<file path="config.mk">
export PLATFORM = sky130hd
export DESIGN_NAME = ram_arbiter
export DESIGN_NICKNAME = d
export VERILOG_FILES = /design/src/rtl/sap_pkg.sv /design/src/rtl/rr_pick2.sv /design/src/rtl/ram_arbiter.sv
export SDC_FILE = /design/constraint.sdc
export NUM_CORES = 1
export LEC_CHECK = 0
export CAP_MARGIN = 30
export CORE_AREA = 2 2 74 94
export CTS_CLUSTER_DIAMETER = 100
export DETAILED_ROUTE_END_ITERATION = 6
export DIE_AREA = 0 0 76 96
export GPL_TIMING_DRIVEN = 0
export PLACE_DENSITY_LB_ADDON = 0.08
export SYNTH_ARGS = -nofsm -noshare
export SYNTH_HDL_FRONTEND = slang
export SYNTH_HIERARCHICAL = 1
export SYNTH_SLANG_ARGS = --single-unit
</file>
<file path="constraint.sdc">
create_clock -name clk_i -period 3.35 [get_ports clk_i]
set_input_delay 0.8375 -clock clk_i [delete_from_list [all_inputs] [get_ports clk_i]]
set_output_delay 0.8375 -clock clk_i [all_outputs]
set_load 0.005 [all_outputs]
</file>
<file path="src/rtl/sap_pkg.sv">
// Shared arbiter definitions: FSM state encoding and port identifiers.
// Imported by the arbiter top and its round-robin picker.
package sap_pkg;

  typedef enum logic {
    ST_IDLE   = 1'b0,
    ST_ACCESS = 1'b1
  } state_t;

  localparam logic PORT_CPU  = 1'b0;
  localparam logic PORT_HOST = 1'b1;

endpackage

</file>
<file path="src/rtl/rr_pick2.sv">
// Two-port round-robin winner select, purely combinational (zero latency).
// A lone eligible port wins; on a tie the port not granted last wins.
module rr_pick2
  import sap_pkg::*;
(
  input  logic [1:0] eligible_i,
  input  logic       last_i,
  output logic       winner_o
);

  always_comb begin
    winner_o = PORT_CPU;
    unique case (eligible_i)
      2'b01:   winner_o = PORT_CPU;
      2'b10:   winner_o = PORT_HOST;
      2'b11:   winner_o = ~last_i;
      default: winner_o = last_i;
    endcase
  end

endmodule

</file>
<file path="src/rtl/ram_arbiter.sv">
// Shares one single-port RAM between a CPU and a host loader; grant edge -> ack next cycle.
// Ports hold req until ack; losers wait. host_lock fences the CPU off without aborting its access.
module ram_arbiter
  import sap_pkg::*;
#(
  parameter int DW = 16,
  parameter int AW = 16
) (
  input  logic          clk_i,
  input  logic          rst_i,
  input  logic          cpu_req_i,
  input  logic          cpu_we_i,
  input  logic [AW-1:0] cpu_addr_i,
  input  logic [DW-1:0] cpu_wdata_i,
  output logic          cpu_ack_o,
  output logic [DW-1:0] cpu_rdata_o,
  input  logic          host_req_i,
  input  logic          host_we_i,
  input  logic [AW-1:0] host_addr_i,
  input  logic [DW-1:0] host_wdata_i,
  output logic          host_ack_o,
  output logic [DW-1:0] host_rdata_o,
  input  logic          host_lock_i,
  output logic          ram_we_o,
  output logic [AW-1:0] ram_addr_o,
  output logic [DW-1:0] ram_wdata_o,
  input  logic [DW-1:0] ram_rdata_i,
  output logic          owner_o,
  output logic          busy_o
);

  state_t        state_q, state_d;
  logic          owner_q, owner_d;
  logic          last_q, last_d;
  logic          we_q, we_d;
  logic [AW-1:0] addr_q, addr_d;
  logic [DW-1:0] wdata_q, wdata_d;

  logic          access;
  logic [1:0]    eligible;
  logic          winner;

  rr_pick2 u_pick (
    .eligible_i (eligible),
    .last_i     (last_q),
    .winner_o   (winner)
  );

  // Reset in the access cycle kills the ack and the write strobe immediately.
  always_comb begin
    access       = (state_q == ST_ACCESS);
    cpu_ack_o    = access && (owner_q == PORT_CPU)  && !rst_i;
    host_ack_o   = access && (owner_q == PORT_HOST) && !rst_i;
    cpu_rdata_o  = cpu_ack_o  ? ram_rdata_i : '0;
    host_rdata_o = host_ack_o ? ram_rdata_i : '0;
    eligible     = {host_req_i && !host_ack_o,
                    cpu_req_i && !host_lock_i && !cpu_ack_o};
  end

  always_comb begin
    state_d = ST_IDLE;
    owner_d = owner_q;
    last_d  = last_q;
    we_d    = 1'b0;
    addr_d  = addr_q;
    wdata_d = wdata_q;
    if (|eligible) begin
      state_d = ST_ACCESS;
      owner_d = winner;
      last_d  = winner;
      if (winner == PORT_HOST) begin
        we_d    = host_we_i;
        addr_d  = host_addr_i;
        wdata_d = host_wdata_i;
      end else begin
        we_d    = cpu_we_i;
        addr_d  = cpu_addr_i;
        wdata_d = cpu_wdata_i;
      end
    end
  end

  always_ff @(posedge clk_i) begin
    if (rst_i) begin
      state_q <= ST_IDLE;
      owner_q <= PORT_CPU;
      last_q  <= PORT_HOST;
      we_q    <= 1'b0;
      addr_q  <= '0;
      wdata_q <= '0;
    end else begin
      state_q <= state_d;
      owner_q <= owner_d;
      last_q  <= last_d;
      we_q    <= we_d;
      addr_q  <= addr_d;
      wdata_q <= wdata_d;
    end
  end

  assign ram_we_o    = we_q && access && !rst_i;
  assign ram_addr_o  = addr_q;
  assign ram_wdata_o = wdata_q;
  assign owner_o     = owner_q;
  assign busy_o      = access;

endmodule
</file>
==> results.toml <==
[run_status]
outcome = "finished, final reports clean"

[cts]
clock_sinks = 36
clock_insertion_delay_worst_skew_ns = 0.28
cts_tree = "built"
cts_buffer_depth = 2
clock_tree.root_cell = "clkbuf_8"
numCtsBuffers = 5
htreeDepth = 2
clkSlewWorstSetupHoldPaths_ns = 0.07
holdBufCountCts = 0

[placed_design]
detailed_place_hpwl_um = 5100
globalplace.congestion = 0.699
dp_worst_setup_slack_ns = -0.0228
portBuffers = 154

[floorplan]
core_area_um2 = 6400
fp.dieW_um = 76
start_util_pct = 34.3
die_area_um2 = 7300
floorplan.die.height_um = 96
core.rowCount = 33
ios = 156

[finish]
layout_common_cells = "clkdlybuf4s50_1, nor2b_1, dfxtp_1"
layout_commonest_cell = "clkdlybuf4s50_1"
diodes = 0
post_route_cells_drive_above_1_share_pct = 12.8
area_growth_pct = 79.5
final_net_count = 484
finish.utilization_pct = 61.6

[sta]
hold_viol = 0
layout_min_cycle_time_ns = 3.21
fmax_mhz = 312
worst_hold_margin_ns = 0.556
fin_worst_skew_ns = 0.00947
grt_setup_unrepaired = "no"
slew_viols_final = 0
final-setup-viol-count = 0
worst_slew_margin_rel_pct = 69.3
worst_pin_slew_ns = 0.460
final_critical_path_setup_slack_ns = 0.142
totalNegativeSetupSlack_ns = 0
min_period_over_period_pct = 95.8

[power]
reported_leakage_power_nw = 1.70
powerDensity_nw_per_um2 = 305
final_total_power_mw = 1.20
irDropWorstVdd_v = 0.000218

[critical_path]
crit_path_top_delay_cell = "clkdlybuf4s50_1"
critical_path.n_buffers_inverters = 3
slowest_delay_ns = 0.50
critPathRequiredTime_ns = 2.51
timing.critical_path.fanout_max = 10
r2r_setup_slack_ns = 1.06
worstReg2RegStart = "busy_o"
critical_path_at_ns = 2.37
path_cells = "buf_6 > nand2b_4 > nor2_2 > clkbuf_1 > and2_1 > clkdlybuf4s50_1"
critical-path-top-delay-family = "buffers and inverters"
critical_path.reg2reg.endpoint = "ram_wdata_o[15]"
setup.worst_path.end_class = "output port"
worst_reg_to_reg_path_cell_count = 9
setup.worst_path.start_class = "input pin"
criticalPathCategory = "in -> out"

[hold_path]
hold_path_class = "reg -> reg"
timing.hold.worst_endpoint = "last_q"
timing.hold.worst.start = "last_q"
min_path_cells = 2

[synthesis]
synth-warning-count = 6
synth_top_cell_by_area = "dfxtp_1"
avgSynthCellArea_um2 = 9.30
synth_top_area_share_pct = 32.8
post_synth_design_cell_area_um2 = 2190
fraction_of_the_yosys_area_taken_by_sequential_cells_pct = 32.8
syn_inst = 236
synthDistinctLibCells = 18
postSynthRegisterBits = 36
mappedNetlistNets = 323
synth_area_leaders = "dfxtp_1, mux2_2, mux2i_1, nor2b_1, and2_1"

[detailed_routing]
detail_route.wl_per_cell_um = 12.7
number_of_iterations_in_the_first_detailed_routing_pass = 3
routed_via_count = 2190
drt_iter0_drc = 27
drc = 0
wl_um = 6170
antenna_violating_nets_post_route = 0
routed_via_density = 4.52

[grt]
number_of_antenna_violations_at_the_first_check_in_global_routing = 0
grt_max_degree = 11
gr-usage-all-layers_pct = 16.9
global_route_wire_length_before_repair_um = 10000
grt_pass1_vias = 2158
global_route.overflow_total = 0

[flow_run]
cap_violations = 0
## stage by stage
stage          std cells  cell area (µm²)
6_report             485             3940
5_1_grt              485             3940
4_1_cts              485             3940
3_5_place_dp         477             3840
3_3_place_gp         477             3840
2_1_floorplan        236             2190
## flip-flops by register name (all words and copies together) (netlist names)
signal	cells
ram_addr_o	16
ram_wdata_o	16
busy_o	1
last_q	1
we_q	1
owner_o	1
## tightest hold or removal path, cell delays in order (launching register included)
cell	delay, ns
dfxtp_1	0.34
nor2_1	0.11
mux2i_1	0.07
## routing by layer
layer / track usage (%) / wire [µm]
met1: 18.2 / 2470
met2: 32.5 / 3150
met3: 4.69 / 468
met4: 5.15 / 84
met5: 0 / 0
## timing repair
item / in CTS / in global routing
resized for setup: 2 / 0
buffers inserted: 0 / 0
endpoints found under the setup margin: 1 / 0
## layout make-up
type	count	area (µm²)
Timing Repair Buffer	154	1540
Inverter	3	11.3
Multi-Input combinational cell	180	1370
Fill cell	600	2460
Sequential cell	36	721
Buffer	17	98.8
Tap cell	87	109
Clock buffer	8	90.1
## synth_stat cells
master     count
nor2b_1       36
inv_1          3
dfxtp_1       36
buf_2          4
a2111oi_0      1
a31o_2         1
nor2_1        37
o32a_1         1
and2_1        32
and3_1         1
and3b_1        1
clkbuf_1       9
buf_6          4
mux2_2        32
o32ai_4        1
nor3_1         1
mux2i_1       35
nand2b_4       1
## power by group
part | switching (mW) | total [mW] | internal, mW | leakage (nW)
Combinational | 0.133 | 0.405 | 0.272 | 1.35
Clock | 0.139 | 0.306 | 0.168 | 0.0455
Sequential | 0.0197 | 0.489 | 0.470 | 0.298
Total | 0.292 | 1.20 | 0.909 | 1.70
## worst max-delay path by stage
| stage | startpoint | endpoint | depth (start not counted) |
|---|---|---|---|
| 2_1_floorplan | rst_i | ram_addr_o[0] | 10 |
| 3_3_place_gp | rst_i | cpu_rdata_o[7] | 6 |
| 3_5_place_dp | rst_i | cpu_rdata_o[7] | 6 |
| 4_1_cts | rst_i | cpu_rdata_o[7] | 6 |
| 5_1_grt | rst_i | cpu_rdata_o[7] | 6 |
| 6_report | rst_i | cpu_rdata_o[7] | 6 |
## cell families (layout without fill, tap and decap cells)
| kind of cell | count (synthesis) | count (layout) | synth area share, % |
|---|---|---|---|
| muxes | 67 | 67 | 32.4 |
| buffers and inverters | 20 | 182 | 5.02 |
| and+or+nand+nor | 109 | 109 | 27.3 |
| AOI/OAI and AO/OA | 4 | 4 | 2.51 |
| DFF | 36 | 36 | 32.8 |
Note: power is estimated with default switching activity, not from simulation.
